[src/rtl/forwarding_hazard_unit_if.sv]
`default_nettype none
// +--------------------------------------------------------------------------+
// | forwarding_hazard_unit_if : ID decode fields in, hazard controls out     |
// | Revision: 1.0                                                            |
// +--------------------------------------------------------------------------+
interface forwarding_hazard_unit_if #(
    parameter int REG_ADDR_BITS = 5,
    parameter int CNT_BITS      = 16
);
    logic [REG_ADDR_BITS-1:0] ID_Rs_i;
    logic [REG_ADDR_BITS-1:0] ID_Rt_i;
    logic                     ID_UsesRs_i;
    logic                     ID_UsesRt_i;
    logic [REG_ADDR_BITS-1:0] ID_Rd_i;
    logic                     ID_RegWrite_i;
    logic                     ID_MemRead_i;
    logic                     Flush_i;
    logic                     Stall_o;
    logic [1:0]               Forward_A_o;
    logic [1:0]               Forward_B_o;
    logic [CNT_BITS-1:0]      Stall_Count_o;

    modport master (
        output ID_Rs_i, ID_Rt_i, ID_UsesRs_i, ID_UsesRt_i,
               ID_Rd_i, ID_RegWrite_i, ID_MemRead_i, Flush_i,
        input  Stall_o, Forward_A_o, Forward_B_o, Stall_Count_o
    );

    modport slave (
        input  ID_Rs_i, ID_Rt_i, ID_UsesRs_i, ID_UsesRt_i,
               ID_Rd_i, ID_RegWrite_i, ID_MemRead_i, Flush_i,
        output Stall_o, Forward_A_o, Forward_B_o, Stall_Count_o
    );
endinterface
`default_nettype wire

[src/rtl/forwarding_hazard_unit.sv]
`default_nettype none
// +--------------------------------------------------------------------------+
// | forwarding_hazard_unit : ALU operand forwarding and load-use stall ctrl  |
// | FORWARDING_EN defined enables bypassing; otherwise stall-only interlock. |
// | Revision: 1.0                                                            |
// +--------------------------------------------------------------------------+
module forwarding_hazard_unit #(
    parameter int REG_ADDR_BITS = 5,
    parameter int CNT_BITS      = 16
) (
    input  wire logic               clk,
    input  wire logic               reset,
    forwarding_hazard_unit_if.slave hz
);
    localparam logic [1:0] c_sel_rf  = 2'b00;
    localparam logic [1:0] c_sel_wb  = 2'b01;
    localparam logic [1:0] c_sel_mem = 2'b10;

    logic [REG_ADDR_BITS-1:0] r_ex_rs;
    logic [REG_ADDR_BITS-1:0] r_ex_rt;
    logic                     r_ex_uses_rs;
    logic                     r_ex_uses_rt;
    logic [REG_ADDR_BITS-1:0] r_ex_rd;
    logic                     r_ex_reg_write;
    logic                     r_ex_mem_read;
    logic [REG_ADDR_BITS-1:0] r_mem_rd;
    logic                     r_mem_reg_write;
    logic [REG_ADDR_BITS-1:0] r_wb_rd;
    logic                     r_wb_reg_write;
    logic [CNT_BITS-1:0]      r_stall_count;

    logic       w_mem_wr_valid;
    logic       w_wb_wr_valid;
    logic       w_ex_wr_valid;
    logic [1:0] w_fwd_a;
    logic [1:0] w_fwd_b;
    logic       w_id_hits_ex;
    logic       w_id_hits_mem;
    logic       w_stall;

    // Register 0 is hardwired, so a write to it is never a real producer.
    assign w_ex_wr_valid  = r_ex_reg_write  && (r_ex_rd  != '0);
    assign w_mem_wr_valid = r_mem_reg_write && (r_mem_rd != '0);
    assign w_wb_wr_valid  = r_wb_reg_write  && (r_wb_rd  != '0);

    always_comb begin
        w_fwd_a = c_sel_rf;
        if (r_ex_uses_rs && w_mem_wr_valid && (r_mem_rd == r_ex_rs))
            w_fwd_a = c_sel_mem;
        else if (r_ex_uses_rs && w_wb_wr_valid && (r_wb_rd == r_ex_rs))
            w_fwd_a = c_sel_wb;
    end

    always_comb begin
        w_fwd_b = c_sel_rf;
        if (r_ex_uses_rt && w_mem_wr_valid && (r_mem_rd == r_ex_rt))
            w_fwd_b = c_sel_mem;
        else if (r_ex_uses_rt && w_wb_wr_valid && (r_wb_rd == r_ex_rt))
            w_fwd_b = c_sel_wb;
    end

    assign w_id_hits_ex  = (hz.ID_UsesRs_i && (hz.ID_Rs_i == r_ex_rd)) ||
                           (hz.ID_UsesRt_i && (hz.ID_Rt_i == r_ex_rd));
    assign w_id_hits_mem = (hz.ID_UsesRs_i && (hz.ID_Rs_i == r_mem_rd)) ||
                           (hz.ID_UsesRt_i && (hz.ID_Rt_i == r_mem_rd));

`ifdef FORWARDING_EN
    assign w_stall        = !hz.Flush_i && r_ex_mem_read && w_ex_wr_valid && w_id_hits_ex;
    assign hz.Forward_A_o = w_fwd_a;
    assign hz.Forward_B_o = w_fwd_b;

    logic w_unused_fwd;
    assign w_unused_fwd = w_id_hits_mem;
`else
    // Without bypassing, a consumer must wait until its producer reaches WB.
    assign w_stall        = !hz.Flush_i &&
                            ((w_ex_wr_valid && w_id_hits_ex) || (w_mem_wr_valid && w_id_hits_mem));
    assign hz.Forward_A_o = c_sel_rf;
    assign hz.Forward_B_o = c_sel_rf;

    logic w_unused_fwd;
    assign w_unused_fwd = ^{w_fwd_a, w_fwd_b, r_ex_mem_read};
`endif

    assign hz.Stall_o       = w_stall;
    assign hz.Stall_Count_o = r_stall_count;

    always_ff @(posedge clk or posedge reset) begin
        if (reset) begin
            r_ex_rs         <= '0;
            r_ex_rt         <= '0;
            r_ex_uses_rs    <= 1'b0;
            r_ex_uses_rt    <= 1'b0;
            r_ex_rd         <= '0;
            r_ex_reg_write  <= 1'b0;
            r_ex_mem_read   <= 1'b0;
            r_mem_rd        <= '0;
            r_mem_reg_write <= 1'b0;
            r_wb_rd         <= '0;
            r_wb_reg_write  <= 1'b0;
            r_stall_count   <= '0;
        end else begin
            r_wb_rd         <= r_mem_rd;
            r_wb_reg_write  <= r_mem_reg_write;
            r_mem_rd        <= r_ex_rd;
            r_mem_reg_write <= r_ex_reg_write;
            if (w_stall || hz.Flush_i) begin
                r_ex_rs        <= '0;
                r_ex_rt        <= '0;
                r_ex_uses_rs   <= 1'b0;
                r_ex_uses_rt   <= 1'b0;
                r_ex_rd        <= '0;
                r_ex_reg_write <= 1'b0;
                r_ex_mem_read  <= 1'b0;
            end else begin
                r_ex_rs        <= hz.ID_Rs_i;
                r_ex_rt        <= hz.ID_Rt_i;
                r_ex_uses_rs   <= hz.ID_UsesRs_i;
                r_ex_uses_rt   <= hz.ID_UsesRt_i;
                r_ex_rd        <= hz.ID_Rd_i;
                r_ex_reg_write <= hz.ID_RegWrite_i;
                r_ex_mem_read  <= hz.ID_MemRead_i;
            end
            if (w_stall && (r_stall_count != '1))
                r_stall_count <= r_stall_count + 1'b1;
        end
    end
endmodule
`default_nettype wire

[src/flat_wrapper.sv]
// flat-port wrapper written by rule: the top's interface ports become plain ports
module forwarding_hazard_unit_flat 
#(
    parameter int REG_ADDR_BITS = 5,
    parameter int CNT_BITS      = 16
)
  (clk, reset, hz_ID_Rs_i, hz_ID_Rt_i, hz_ID_UsesRs_i, hz_ID_UsesRt_i, hz_ID_Rd_i, hz_ID_RegWrite_i, hz_ID_MemRead_i, hz_Flush_i, hz_Stall_o, hz_Forward_A_o, hz_Forward_B_o, hz_Stall_Count_o);
  forwarding_hazard_unit_if #(.REG_ADDR_BITS(REG_ADDR_BITS), .CNT_BITS(CNT_BITS)) hz_i ();
  input  wire logic clk;
  input  wire logic reset;
  input wire logic [$bits(hz_i.ID_Rs_i)-1:0] hz_ID_Rs_i;
  input wire logic [$bits(hz_i.ID_Rt_i)-1:0] hz_ID_Rt_i;
  input wire logic [$bits(hz_i.ID_UsesRs_i)-1:0] hz_ID_UsesRs_i;
  input wire logic [$bits(hz_i.ID_UsesRt_i)-1:0] hz_ID_UsesRt_i;
  input wire logic [$bits(hz_i.ID_Rd_i)-1:0] hz_ID_Rd_i;
  input wire logic [$bits(hz_i.ID_RegWrite_i)-1:0] hz_ID_RegWrite_i;
  input wire logic [$bits(hz_i.ID_MemRead_i)-1:0] hz_ID_MemRead_i;
  input wire logic [$bits(hz_i.Flush_i)-1:0] hz_Flush_i;
  output wire logic [$bits(hz_i.Stall_o)-1:0] hz_Stall_o;
  output wire logic [$bits(hz_i.Forward_A_o)-1:0] hz_Forward_A_o;
  output wire logic [$bits(hz_i.Forward_B_o)-1:0] hz_Forward_B_o;
  output wire logic [$bits(hz_i.Stall_Count_o)-1:0] hz_Stall_Count_o;
  assign hz_i.ID_Rs_i = hz_ID_Rs_i;
  assign hz_i.ID_Rt_i = hz_ID_Rt_i;
  assign hz_i.ID_UsesRs_i = hz_ID_UsesRs_i;
  assign hz_i.ID_UsesRt_i = hz_ID_UsesRt_i;
  assign hz_i.ID_Rd_i = hz_ID_Rd_i;
  assign hz_i.ID_RegWrite_i = hz_ID_RegWrite_i;
  assign hz_i.ID_MemRead_i = hz_ID_MemRead_i;
  assign hz_i.Flush_i = hz_Flush_i;
  assign hz_Stall_o = hz_i.Stall_o;
  assign hz_Forward_A_o = hz_i.Forward_A_o;
  assign hz_Forward_B_o = hz_i.Forward_B_o;
  assign hz_Stall_Count_o = hz_i.Stall_Count_o;
  forwarding_hazard_unit #(.REG_ADDR_BITS(REG_ADDR_BITS), .CNT_BITS(CNT_BITS)) u_core (.clk(clk), .reset(reset), .hz(hz_i));
endmodule
[config.mk]
export PLATFORM = sky130hd
export DESIGN_NAME = forwarding_hazard_unit_flat
export DESIGN_NICKNAME = d
export VERILOG_FILES = /design/src/rtl/forwarding_hazard_unit_if.sv /design/src/rtl/forwarding_hazard_unit.sv /design/src/flat_wrapper.sv
export SDC_FILE = /design/constraint.sdc
export NUM_CORES = 1
export LEC_CHECK = 0
export ABC_CLOCK_PERIOD_IN_PS = 5000
export CAP_MARGIN = 30
export CORE_ASPECT_RATIO = 0.5
export CORE_UTILIZATION = 31
export DETAILED_ROUTE_END_ITERATION = 6
export GPL_ROUTABILITY_DRIVEN = 0
export PLACE_DENSITY = 0.67
export SYNTH_ARGS = -nofsm -noshare
export SYNTH_HDL_FRONTEND = slang
export SYNTH_SLANG_ARGS = --single-unit
[constraint.sdc]
create_clock -name clk -period 5 [get_ports clk]
set_input_delay 0.5 -clock clk [delete_from_list [all_inputs] [get_ports clk]]
set_output_delay 0.5 -clock clk [all_outputs]
set_load 0.01 [all_outputs]
==> impl_results.md <==
* Post-CTS Repair Setup Buffers at 0
* Post-route setup TNS at 0 ns
* Fin. Hold Viols at 0
* Initial antenna violation count at 0
* Status: completed
* Hold Slack at 0.3814 ns
* ANT cells at 0
* Largest net degree at the start of global routing at 17
* Initial Utilization at 0.3254
* First-pass detailed-route iteration total at 4
* Number of clock sinks at 28
* P_leak at 0.8513 nW
* Yosys warns at 0
* Clock Skew at 0.002912 ns
* Synth unique cells at 28
* Final Power at 493.7 µW
* Clock slew at reported path FFs at 0.09 ns
* Reg2Reg Depth at 6
* Total track usage at 0.1206
* Worst slew pin tran at 0.5537 ns
* Clock Tree Root: clkbuf_8
* Compound-Gate Fraction of Synth Area at 0.04412
* RSZ-0062 raised after global routing: no
* Endpoints failing setup at 0
* Area grow syn2layout at 35.03%
* Die H at 50.30 µm
* Flops & latches, synth at 28
* WP data required at 4.50 ns
* Port Buffers at 37
* Synth Area per Inst at 10.96 µm²
* CTS Buffer Depth at 2
* Highest net fanout along the worst path at 16
* I/O pin count at 43
* Mux share of post-synthesis cell area at 0.01038
* Crit end category: output pin
* Antenna-violating nets left at 0
* Seq/Total Area, Yosys at 0.4844
* Cells after Synth at 132
* Vias in the first global route at 1043
* Max-cap viol count at 0
* First-pass GRT wire length at 4.740 mm
* Post-Synthesis Cell Area at 0.001446 mm²
* DRT iter0 DRCs at 22
* Final net count at 195
* Pwr/cell area at 252.8 mW/mm²
* Design area at 0.001953 mm²
* Post-DP Area at 0.001882 mm²
* Die area at 0.004960 mm²
* Final min period at 3.152 ns
* Worst endpoint data arrival time at 2.65 ns
* Grt total ovfl at 0
* Final slew viol count at 0
* CTS buffer count at 3
* Layout cell share with drive strength beyond 1 at 0.05263
* Hold/Removal Path Class: flip-flop to flip-flop
* XOR/XNOR Fraction of Synth Area at 0.2119
* Hpwl dp at 2.059 mm
* Crit path launch type: flip-flop
* Post-Synth Adder-Cell Area at 0.008651
* Hold Buf Count CTS at 0
* Die width at 98.60 µm
* Hold Path Depth at 0
* CTS tree: done
* Worst skew pair latency at 0.27 ns
* Post-synth top area share at 0.4844
* Largest cells by area after synthesis: dfrtp_1 (48%), xnor2_1 (12%), xor2_1 (9.1%), nand4_1 (3.5%), and2_1 (3.0%)
* DRC Markers at 0
* Core footprint at 0.004446 mm²
* H-tree lvl count at 1
* Via count at 1083
* FMAX at 317.3 MHz
* Largest area contributor in the synthesized netlist: dfrtp_1
* Simple-gate share of the synthesized area at 0.1990
* Relative max-transition margin at 0.6308
* Largest family of logic cells by synthesized area: XOR/XNOR gates
* Rows at 17
* Maximum vdd ir drop at 111.8 µV
* Vias per cell at 4.750
* WL/cell at 12.16 µm
* WS Path Type: flip-flop to output pin
* Post-cts resize count at 0
* Fin crit share at 0.6303
* Fill cell count at 403
* Final WL at 2.773 mm
-- synth_stat cells --
master / number
nand2_1: 10
nor4_1: 6
o21a_1: 2
and2_1: 7
inv_1: 3
nor3_1: 4
clkbuf_1: 1
nand4_1: 8
nor2_1: 4
nor4b_1: 2
o22ai_1: 2
nand3b_1: 1
mux2_4: 1
and3_1: 1
buf_6: 1
ha_1: 1
nor2_2: 1
xnor2_1: 20
nor3b_1: 1
a32oi_4: 1
nand3_1: 3
conb_1: 1
xor2_1: 15
buf_4: 4
dfrtp_1: 28
a221oi_1: 1
or4_1: 2
and2_4: 1
-- final timing paths --
check                                 startpoint                          to  slack, ns
setup / recovery              u_core.r_mem_rd[0]                  hz_Stall_o       1.85
hold / removal             u_core.r_ex_reg_write      u_core.r_mem_reg_write       0.38
setup reg to reg              u_core.r_mem_rd[0]  u_core.hz.Stall_Count_o[1]       2.68
hold reg to reg            u_core.r_ex_reg_write      u_core.r_mem_reg_write       0.38
max in group asynchronous                  reset  u_core.hz.Stall_Count_o[5]       3.97
min in group asynchronous                  reset       u_core.r_ex_reg_write       0.57
-- sequential cells by signal (all words and copies together) (netlist names) --
| signal | count |
|---|---|
| u_core.hz.Stall_Count_o | 16 |
| u_core.r_ex_rd | 5 |
| u_core.r_ex_reg_write | 1 |
| u_core.r_mem_rd | 5 |
| u_core.r_mem_reg_write | 1 |
-- final cells by class --
type                       instances  area (µm²)  share of cell area
sequential                        28       700.7              0.3587
clock inverter                     1       30.03             0.01537
tap                               57       71.32             0.03652
inverter                           3       11.26            0.005766
clock buffer                       3       41.29             0.02114
multi-input combinational         98       700.7              0.3587
timing repair buffer              38       397.9              0.2037
-- through the flow --
step                      cells  utilization  setup slack (ns)
after floorplan             135            -             2.764
after global placement      223       0.4171             1.963
after detailed placement    224       0.4233             1.943
after CTS                   228       0.4393             1.825
after global routing        228       0.4393             1.682
final                       228       0.4393             1.848
-- kinds of logic after synthesis --
logic type	count (synthesis)
AOI/OAI and AO/OA	6
xor gates and xnor gates	35
adders and majority gates	1
buffers and inverters	9
DFF	28
muxes	1
other	1
and+or+nand+nor	51
-- cell usage in the layout (no fill, tap or decap) --
cell type | netlist | final
nor4_1 | 6 | 6
xnor2_1 | 20 | 20
nor3b_1 | 1 | 1
nor4b_1 | 2 | 2
ha_1 | 1 | 1
buf_16 | 0 | 1
nand2_1 | 10 | 10
nor2_1 | 4 | 4
inv_1 | 3 | 3
and2_1 | 7 | 7
dfrtp_1 | 28 | 28
nand3_1 | 3 | 3
bufinv_16 | 0 | 1
mux2_4 | 1 | 1
nor2_2 | 1 | 1
xor2_1 | 15 | 15
a221oi_1 | 1 | 1
and3_1 | 1 | 1
o22ai_1 | 2 | 2
nand4_1 | 8 | 8
clkbuf_8 | 0 | 3
clkdlybuf4s50_1 | 0 | 37
nand3b_1 | 1 | 1
conb_1 | 1 | 4
and2_4 | 1 | 1
a32oi_4 | 1 | 1
nor3_1 | 4 | 4
o21a_1 | 2 | 2
or4_1 | 2 | 2
-- layer usage --
metal,track usage,vias to the layer above,part of all wire
met3,0.03343,0,0.056
li1,-,525,-
met2,0.2136,36,0.48
met1,0.1528,522,0.47
met4,0.01493,0,0
met5,0,-,0
-- critical path: stages, from the launching register on --
cell	delay, ns
dfrtp_1	0.42
or4_1	0.54
o21a_1	0.20
and2_4	0.16
a32oi_4	0.47
inv_1	0.09
clkdlybuf4s50_1	0.49
-- power by group --
| part | total [mW] | switching, mW | internal (mW) |
|---|---|---|---|
| sequential | 0.249 | 0.0128 | 0.236 |
| combinational | 0.0705 | 0.0272 | 0.0433 |
| clock | 0.174 | 0.0673 | 0.107 |
| total | 0.494 | 0.107 | 0.386 |
Note: power is estimated with default switching activity, not from simulation.
